===== config.mk =====
export PLATFORM = sky130hd
export DESIGN_NAME = gshare_bp_param
export DESIGN_NICKNAME = d
export VERILOG_FILES = /design/src/rtl/gshare_bp_param.sv
export SDC_FILE = /design/constraint.sdc
export NUM_CORES = 2
export LEC_CHECK = 0
export CORE_ASPECT_RATIO = 0.75
export CORE_UTILIZATION = 48
export CTS_BUF_LIST = sky130_fd_sc_hd__clkbuf_16
export CTS_CLUSTER_DIAMETER = 100
export CTS_CLUSTER_SIZE = 25
export DETAILED_ROUTE_END_ITERATION = 10
export PLACE_DENSITY = 0.61
export SYNTH_ARGS = -nofsm -noshare
export SYNTH_HDL_FRONTEND = slang
export SYNTH_SLANG_ARGS = --single-unit
export TNS_END_PERCENT = 50

===== constraint.sdc =====
create_clock -name clk_i -period 5.7 [get_ports clk_i]
set_input_delay 0.57 -clock clk_i [delete_from_list [all_inputs] [get_ports clk_i]]
set_output_delay 0.57 -clock clk_i [all_outputs]
set_load 0.02 [all_outputs]

===== src/rtl/gshare_bp_param.sv =====
// Gshare direction predictor with a direct-mapped BTB and a speculative global history
// that is repaired from the checkpoint returned with a mispredicted instruction.
module gshare_bp_param #(
    parameter int XLEN        = 32,
    parameter int GHR_LEN     = 8,
    parameter int PHT_ENTRIES = 256,
    parameter int CTR_BITS    = 2,
    parameter int BTB_ENTRIES = 64,
    parameter int TAG_BITS    = 12
) (
    input  logic                clk_i,
    input  logic                rst_i,
    input  logic                stall_i,
    input  logic                req_valid_i,
    input  logic [XLEN-1:0]     req_pc_i,
    output logic                pred_valid_o,
    output logic                pred_taken_o,
    output logic [XLEN-1:0]     pred_target_o,
    output logic [GHR_LEN-1:0]  pred_ghr_o,
    input  logic                upd_valid_i,
    input  logic [XLEN-1:0]     upd_pc_i,
    input  logic                upd_is_branch_i,
    input  logic                upd_taken_i,
    input  logic [XLEN-1:0]     upd_target_i,
    input  logic [GHR_LEN-1:0]  upd_ghr_i,
    input  logic                upd_mispredict_i
);
    localparam int PIDX_W  = $clog2(PHT_ENTRIES);
    localparam int BIDX_W  = $clog2(BTB_ENTRIES);
    localparam int TAG_LSB = BIDX_W + 2;
    localparam logic [CTR_BITS-1:0] CTR_MAX  = '1;
    localparam logic [CTR_BITS-1:0] CTR_INIT = CTR_MAX >> 1;

    logic [CTR_BITS-1:0] pht_reg        [PHT_ENTRIES];
    logic                btb_valid_reg  [BTB_ENTRIES];
    logic [TAG_BITS-1:0] btb_tag_reg    [BTB_ENTRIES];
    logic [XLEN-1:0]     btb_target_reg [BTB_ENTRIES];
    logic [GHR_LEN-1:0]  ghr_reg;

    logic                pred_valid_reg;
    logic                pred_taken_reg;
    logic [XLEN-1:0]     pred_target_reg;
    logic [GHR_LEN-1:0]  pred_ghr_reg;

    // Lookup side: combinational reads of the pre-update array contents
    logic [PIDX_W-1:0]   lk_pidx;
    logic [BIDX_W-1:0]   lk_bidx;
    logic [TAG_BITS-1:0] lk_tag;
    logic                lk_hit;
    logic                lk_taken;
    logic [XLEN-1:0]     lk_target;
    logic                repair;
    logic                accept;

    assign lk_pidx   = req_pc_i[PIDX_W+1:2] ^ PIDX_W'(ghr_reg);
    assign lk_bidx   = req_pc_i[BIDX_W+1:2];
    assign lk_tag    = req_pc_i[TAG_LSB +: TAG_BITS];
    assign lk_hit    = btb_valid_reg[lk_bidx] && (btb_tag_reg[lk_bidx] == lk_tag);
    assign lk_taken  = lk_hit && pht_reg[lk_pidx][CTR_BITS-1];
    assign lk_target = lk_taken ? btb_target_reg[lk_bidx] : req_pc_i + XLEN'(4);
    assign repair    = upd_valid_i && upd_mispredict_i;
    assign accept    = req_valid_i && !stall_i && !repair;

    // Update side
    logic [PIDX_W-1:0]   up_pidx;
    logic [BIDX_W-1:0]   up_bidx;
    logic [TAG_BITS-1:0] up_tag;
    logic                up_tag_hit;
    logic [CTR_BITS-1:0] up_ctr;
    logic [CTR_BITS-1:0] up_ctr_next;
    logic                unused_pc_bits;

    assign up_pidx    = upd_pc_i[PIDX_W+1:2] ^ PIDX_W'(upd_ghr_i);
    assign up_bidx    = upd_pc_i[BIDX_W+1:2];
    assign up_tag     = upd_pc_i[TAG_LSB +: TAG_BITS];
    assign up_tag_hit = btb_valid_reg[up_bidx] && (btb_tag_reg[up_bidx] == up_tag);
    assign up_ctr     = pht_reg[up_pidx];
    assign unused_pc_bits = ^{upd_pc_i[1:0], upd_pc_i[XLEN-1:TAG_LSB+TAG_BITS]};

    always_comb begin
        up_ctr_next = up_ctr;
        if (upd_taken_i && up_ctr != CTR_MAX)
            up_ctr_next = up_ctr + 1'b1;
        else if (!upd_taken_i && up_ctr != '0)
            up_ctr_next = up_ctr - 1'b1;
    end

    always_ff @(posedge clk_i) begin
        if (rst_i) begin
            for (int i = 0; i < PHT_ENTRIES; i++) pht_reg[i] <= CTR_INIT;
        end else if (upd_valid_i && upd_is_branch_i) begin
            pht_reg[up_pidx] <= up_ctr_next;
        end
    end

    always_ff @(posedge clk_i) begin
        if (rst_i) begin
            for (int i = 0; i < BTB_ENTRIES; i++) btb_valid_reg[i] <= 1'b0;
        end else if (upd_valid_i) begin
            if (upd_is_branch_i && upd_taken_i)
                btb_valid_reg[up_bidx] <= 1'b1;
            else if (!upd_is_branch_i && up_tag_hit)
                btb_valid_reg[up_bidx] <= 1'b0;
        end
    end

    // Tag/target need no reset: they are only observed through a set valid bit
    always_ff @(posedge clk_i) begin
        if (!rst_i && upd_valid_i && upd_is_branch_i && upd_taken_i) begin
            btb_tag_reg[up_bidx]    <= up_tag;
            btb_target_reg[up_bidx] <= upd_target_i;
        end
    end

    // Repair wins over a same-cycle speculative shift, and is applied even while stalled
    always_ff @(posedge clk_i) begin
        if (rst_i)
            ghr_reg <= '0;
        else if (repair)
            ghr_reg <= {upd_ghr_i[GHR_LEN-2:0], upd_taken_i};
        else if (accept && lk_hit)
            ghr_reg <= {ghr_reg[GHR_LEN-2:0], lk_taken};
    end

    always_ff @(posedge clk_i) begin
        if (rst_i) begin
            pred_valid_reg  <= 1'b0;
            pred_taken_reg  <= 1'b0;
            pred_target_reg <= '0;
            pred_ghr_reg    <= '0;
        end else if (!stall_i) begin
            pred_valid_reg <= accept;
            if (accept) begin
                pred_taken_reg  <= lk_taken;
                pred_target_reg <= lk_target;
                pred_ghr_reg    <= ghr_reg;
            end
        end
    end

    assign pred_valid_o  = pred_valid_reg;
    assign pred_taken_o  = pred_taken_reg;
    assign pred_target_o = pred_target_reg;
    assign pred_ghr_o    = pred_ghr_reg;
endmodule

; Word-level counts from Yosys, hierarchy flattened
; Memories as Yosys holds them, arrays and structs flattened.
; Cells that the tools add are included.
[totals]
register_bits = 50
mem_bits_rw = 3392
in_bits = 112
out_inout_bits = 42
elab_cells = 72
memories = 4
[mem_list]
columns = memory, depth, width, rd, rd_ports_with_merged_regs, write_ports, line
row1 = btb_target_reg, 64, 32, 1, 0, 1, 37  ; logic [XLEN-1:0] btb_target_reg [BTB_ENTRIES];
row2 = btb_tag_reg, 64, 12, 2, 0, 1, 36  ; logic [TAG_BITS-1:0] btb_tag_reg [BTB_ENTRIES];
row3 = pht_reg, 256, 2, 2, 0, 256, 34  ; logic [CTR_BITS-1:0] pht_reg [PHT_ENTRIES];
row4 = btb_valid_reg, 64, 1, 2, 0, 64, 35  ; logic btb_valid_reg [BTB_ENTRIES];
[op_classes]
add_sub_neg = 3
n_eq_ne = 3
n_mux = 28
n_bitwise = 4
reduce_logical = 25
[op_table]
columns = op, count
row1 = $add A32 B3 Y32 const B, 1
row2 = $mux W32, 1
row3 = $eq A12 B12 Y1, 2
row4 = $mux W8, 3
row5 = $mux W1, 20
row6 = $xor A8 B8 Y8, 2
row7 = $logic_and A1 B1 Y1, 15
row8 = $mux W2, 3
row9 = $mux W6, 1
row10 = $logic_not A1 Y1, 5
row11 = $reduce_bool A2 Y1, 2
row12 = $add A2 B1 Y2 const B, 1
row13 = $ne A2 B2 Y1 const B, 1
row14 = $reduce_and A2 Y1, 1
row15 = $reduce_or A2 Y1, 1
row16 = $sub A2 B1 Y2 const B, 1
row17 = $not A1 Y1, 1
row18 = $or A1 B1 Y1, 1
row19 = $reduce_or A1 Y1, 1

; Longest topological paths before layout
; An unclocked memory read counts as a cell.
[logic_depth]
ltp_word = 12
ltp_mapped = 21

; Least setup slack after synthesis
; Ideal clock, no wire load.
[synth_timing]
path_kind = input port to flip-flop
from = input port upd_pc_i[4]
to = memory btb_tag_reg[17][0] (enable)
setup_ns = 0.446
t_arrival_ns = 4.134
slack_ns = 1.120
cell_stages = 10
n_path_buf = 7
cell_sequence = buf_2 -> buf_2 -> buf_2 -> buf_1 -> buf_2 -> buf_1 -> nor2_1 -> nand2_1 -> clkbuf_1 -> nor2_1
[synth_lines]
columns = element, line
row1 = "start, declared", 21  ; input logic [XLEN-1:0] upd_pc_i,
row2 = "end, declared", 36
; Straight into the memory's write port.

; Worst setup path in the final report
[layout_timing]
from = register ghr_reg[1]
to = register pred_target_reg[1], in the netlist pred_target_o[1]
[layout_via]
elab_chain_len = 4
[layout_rtl]
columns = element, line
row1 = "start, declared", 38  ; logic [GHR_LEN-1:0] ghr_reg;
row2 = "start signal, assigned", 120  ; ghr_reg <= {upd_ghr_i[GHR_LEN-2:0], upd_taken_i};
row3 = "start signal, assigned", 122  ; ghr_reg <= {ghr_reg[GHR_LEN-2:0], lk_taken};
row4 = $xor A8 B8 Y8, 55  ; assign lk_pidx = req_pc_i[PIDX_W+1:2] ^ PIDX_W'(ghr_reg);
row5 = $mem_v2 Z256 W2, -
row6 = $logic_and A1 B1 Y1, 59  ; assign lk_taken = lk_hit && pht_reg[lk_pidx][CTR_BITS-1];
row7 = $mux W32, 60  ; assign lk_target = lk_taken ? btb_target_reg[lk_bidx] : req_pc_i + XLEN'(4);
row8 = "end signal, assigned", 135  ; pred_target_reg <= lk_target;
row9 = "end, declared", 42  ; logic [XLEN-1:0] pred_target_reg;
; No other way between the ends.
; A chain may end at the register's enable or synchronous reset.

==> results.md <==
* Synth area leader: edfxtp_1
* Gp weighted congestion at 0.973
* Hold Vio Cnt, Final at 0
* Clock tree from TritonCTS: done
* I/O pin count at 154
* Synth warn at 0
* Routed Antenna Nets at 0
* Power per cell area at 289 mW/mm2
* Synth Area in Compound Gates at 4.21%
* Worst-case clock buffer depth at 4
* DIE AREA at 0.309 mm2
* Syn Nets at 7980
* Htree depth at 4
* Asr flop ratio synth at 0%
* Hold_ws at 124 ps
* # DRC at 0
* Clock transition at the registers of the reported paths at 120 ps
* Max-cap violations at 0
* Initial DRT Pass Iterations at 8
* Peak VDD IR at 0.256 mV
* Synth Flop Type: edfxtp_1
* Antenna violations before repair at 35
* Top cell type's share of synthesized area at 69.2%
* Worst reg2reg path depth at 13
* Setup repair bufs after CTS at 0
* Initial Util at 48.4%
* Final instance area at 0.161 mm2
* Site row count at 175
* Post-synthesis sequential area ratio at 69.8%
* Top-count cell post-synth: edfxtp_1
* Core area at 0.304 mm2
* Initial DRC Count at 15300
* Layout cells sized above 1 at 25.8%
* Crit Path Category: reg -> reg
* DP Area at 0.157 mm2
* Resize count post-CTS at 0
* Post-Syn Area at 0.147 mm2
* Min Tclk post-route at 4940 ps
* Final nets at 8156
* Fmax at 0.202 GHz
* Endpoint type of the worst setup path: flip-flop
* Layout area overhead at 9.63%
* I/O Buffers at 139
* TritonCTS Buffers at 164
* CP startpoint kind: flip-flop
* Drt total wl at 494000 um
* Synth cell count leaders: 3392 x edfxtp_1, 1114 x mux4_2, 355 x clkbuf_1
* DR vias at 86600
* Largest net degree at the start of global routing at 264
* Hold depth at 1
* Max-slew violation count at 0
* RSZ-0062 raised after global routing: no
* Setup-failing EPs final at 0
* CTS Root Cell: clkbuf_16
* Die width at 642 um
* Rel. slew slack at 7.47%
* Flops & latches, synth at 3442
* Largest family of logic cells by synthesized area: multiplexers
* Status: completed
* Clock Sinks at 3442
* WP data required at 6470 ps
* Max FFs per register at 2048
* Adder-Cell Fraction of Synth Area at 0.0255%
* Mean post-synth cell area at 18.7 um2
* Ranking of synthesized cells by area: edfxtp_1 69%, mux4_2 17%, mux2i_1 1.7%, o21ai_0 1.1%, nand3_1 1.0%
* Gr ovfl total at 0
* Worst Clk Skew at 93.8 ps
* Worst Max-Slew Pin Slew at 1380 ps
* CP max FO at 24
* CTS hold repair buffers at 1
* First-pass GRT wire length at 677000 um
* Final worst path period share at 86.7%
* Mux share of post-synthesis cell area at 19.4%
* XOR/XNOR Fraction of Synth Area at 0.482%
* DR vias/cell at 7.12
* Fraction of the mapped netlist area in simple logic gates at 4.04%
* Wire length per cell at 40.6 um
* EDFF count, synth at 3392
* Synth cell types at 79
* Setup TNS at 0 ps
* Arrival time worst endpoint at 5710 ps
* Die height at 482 um
* Total GRT Usage at 31.8%
* Leakage power at 0.0486 uW
* Cell count after synthesis at 7865
* Final HPWL from detailed placement at 305000 um
* Clk_lat worst skew at 920 ps
* Vias in the first global route at 82600
* Hold crit path type: in -> reg
[cells in the final DEF (no fill, tap or decap), types with 13 or more instances in the layout]
master / n
and2_1: 16
nand3_1: 304
mux4_2: 1114
a32oi_1: 13
buf_12: 125
nand2b_1: 13
nor2_1: 243
nor2_4: 66
nand4_1: 21
xor2_1: 25
o31ai_1: 36
nor3_1: 239
a21oi_1: 93
dfxtp_1: 50
o21ai_0: 328
a22o_1: 32
a221oi_1: 109
clkdlybuf4s50_1: 87
mux2i_1: 246
nand2_1: 292
mux2_2: 89
buf_2: 45
clkbuf_16: 167
buf_4: 406
a31oi_1: 16
edfxtp_1: 3392
xnor2_1: 44
o22ai_1: 54
a22oi_1: 109
a221o_1: 26
and3_1: 16
inv_1: 49
[where the power goes]
group / total, uW / internal (uW) / switching, uW / leakage [uW]
combinational: 5430 / 1960 / 3470 / 0.0155
sequential: 28000 / 27900 / 80.5 / 0.0307
clock: 13300 / 5380 / 7870 / 0.00232
total: 46600 / 35200 / 11400 / 0.0486
[per-stage QoR]
| stage | total power [uW] | util (%) | setup WS, ps | cells |
|---|---|---|---|---|
| 3_3_place_gp | 33800 | 51.6 | 122 | 11900 |
| 2_1_floorplan | 31400 | - | 1120 | 7865 |
| 6_report | 46600 | 53.1 | 757 | 12200 |
| 4_1_cts | 46600 | 53.1 | 978 | 12200 |
| 3_5_place_dp | 33800 | 51.6 | 129 | 11900 |
| 5_1_grt | 47700 | 53.1 | 849 | 12200 |
[critical path: stages (launching register included)]
cell and delay, ps:
dfxtp_1 430, xnor2_1 880, nor2_1 510, a32oi_1 300, o21ai_0 210, mux4_2 600
a21oi_1 210, a32oi_1 160, buf_4 220, a2111oi_4 410, buf_12 260, buf_4 260
mux2i_1 220, a21oi_1 80
[cell families (layout without fill, tap and decap cells)]
| kind of cell | after synthesis | after routing |
|---|---|---|
| other | 0 | 10 |
| AOI/OAI and AO/OA | 923 | 923 |
| and+or+nand+nor | 1291 | 1291 |
| muxes | 1449 | 1449 |
| adders and majority gates | 3 | 3 |
| DFF | 3442 | 3442 |
| buffers and inverters | 676 | 902 |
| xor gates and xnor gates | 81 | 81 |
[routing by layer]
layer	part of all wire [%]	vias to the layer above	track usage [%]	routed length (um)
met4	4.3	18	11.2	21000
li1	-	33000	-	-
met2	43	6554	44.9	210000
met3	14	937	9.08	69500
met1	39	46200	47.2	193000
met5	0.023	-	0	112
[path summary, 6_finish.rpt]
check | to | slack [ps] | startpoint
min reg2reg | pred_ghr_o[0] | 480 | pred_ghr_o[0]
min | btb_tag_reg[25][2] | 120 | upd_pc_i[10]
max | pred_target_o[1] | 760 | ghr_reg[1]
max reg2reg | pred_target_o[1] | 760 | ghr_reg[1]
[cell type report]
cell class                 count  area (um2)
inverter                      16        78.8
clock buffer                 167        4180
multi-input combinational   3747       42200
fill                       23600      143000
tap                         4071        5090
antenna                       10        25.0
timing repair buffer         670        6740
sequential                  3442      103000
clock inverter                49         268
Power figures use the tool's default switching activity.
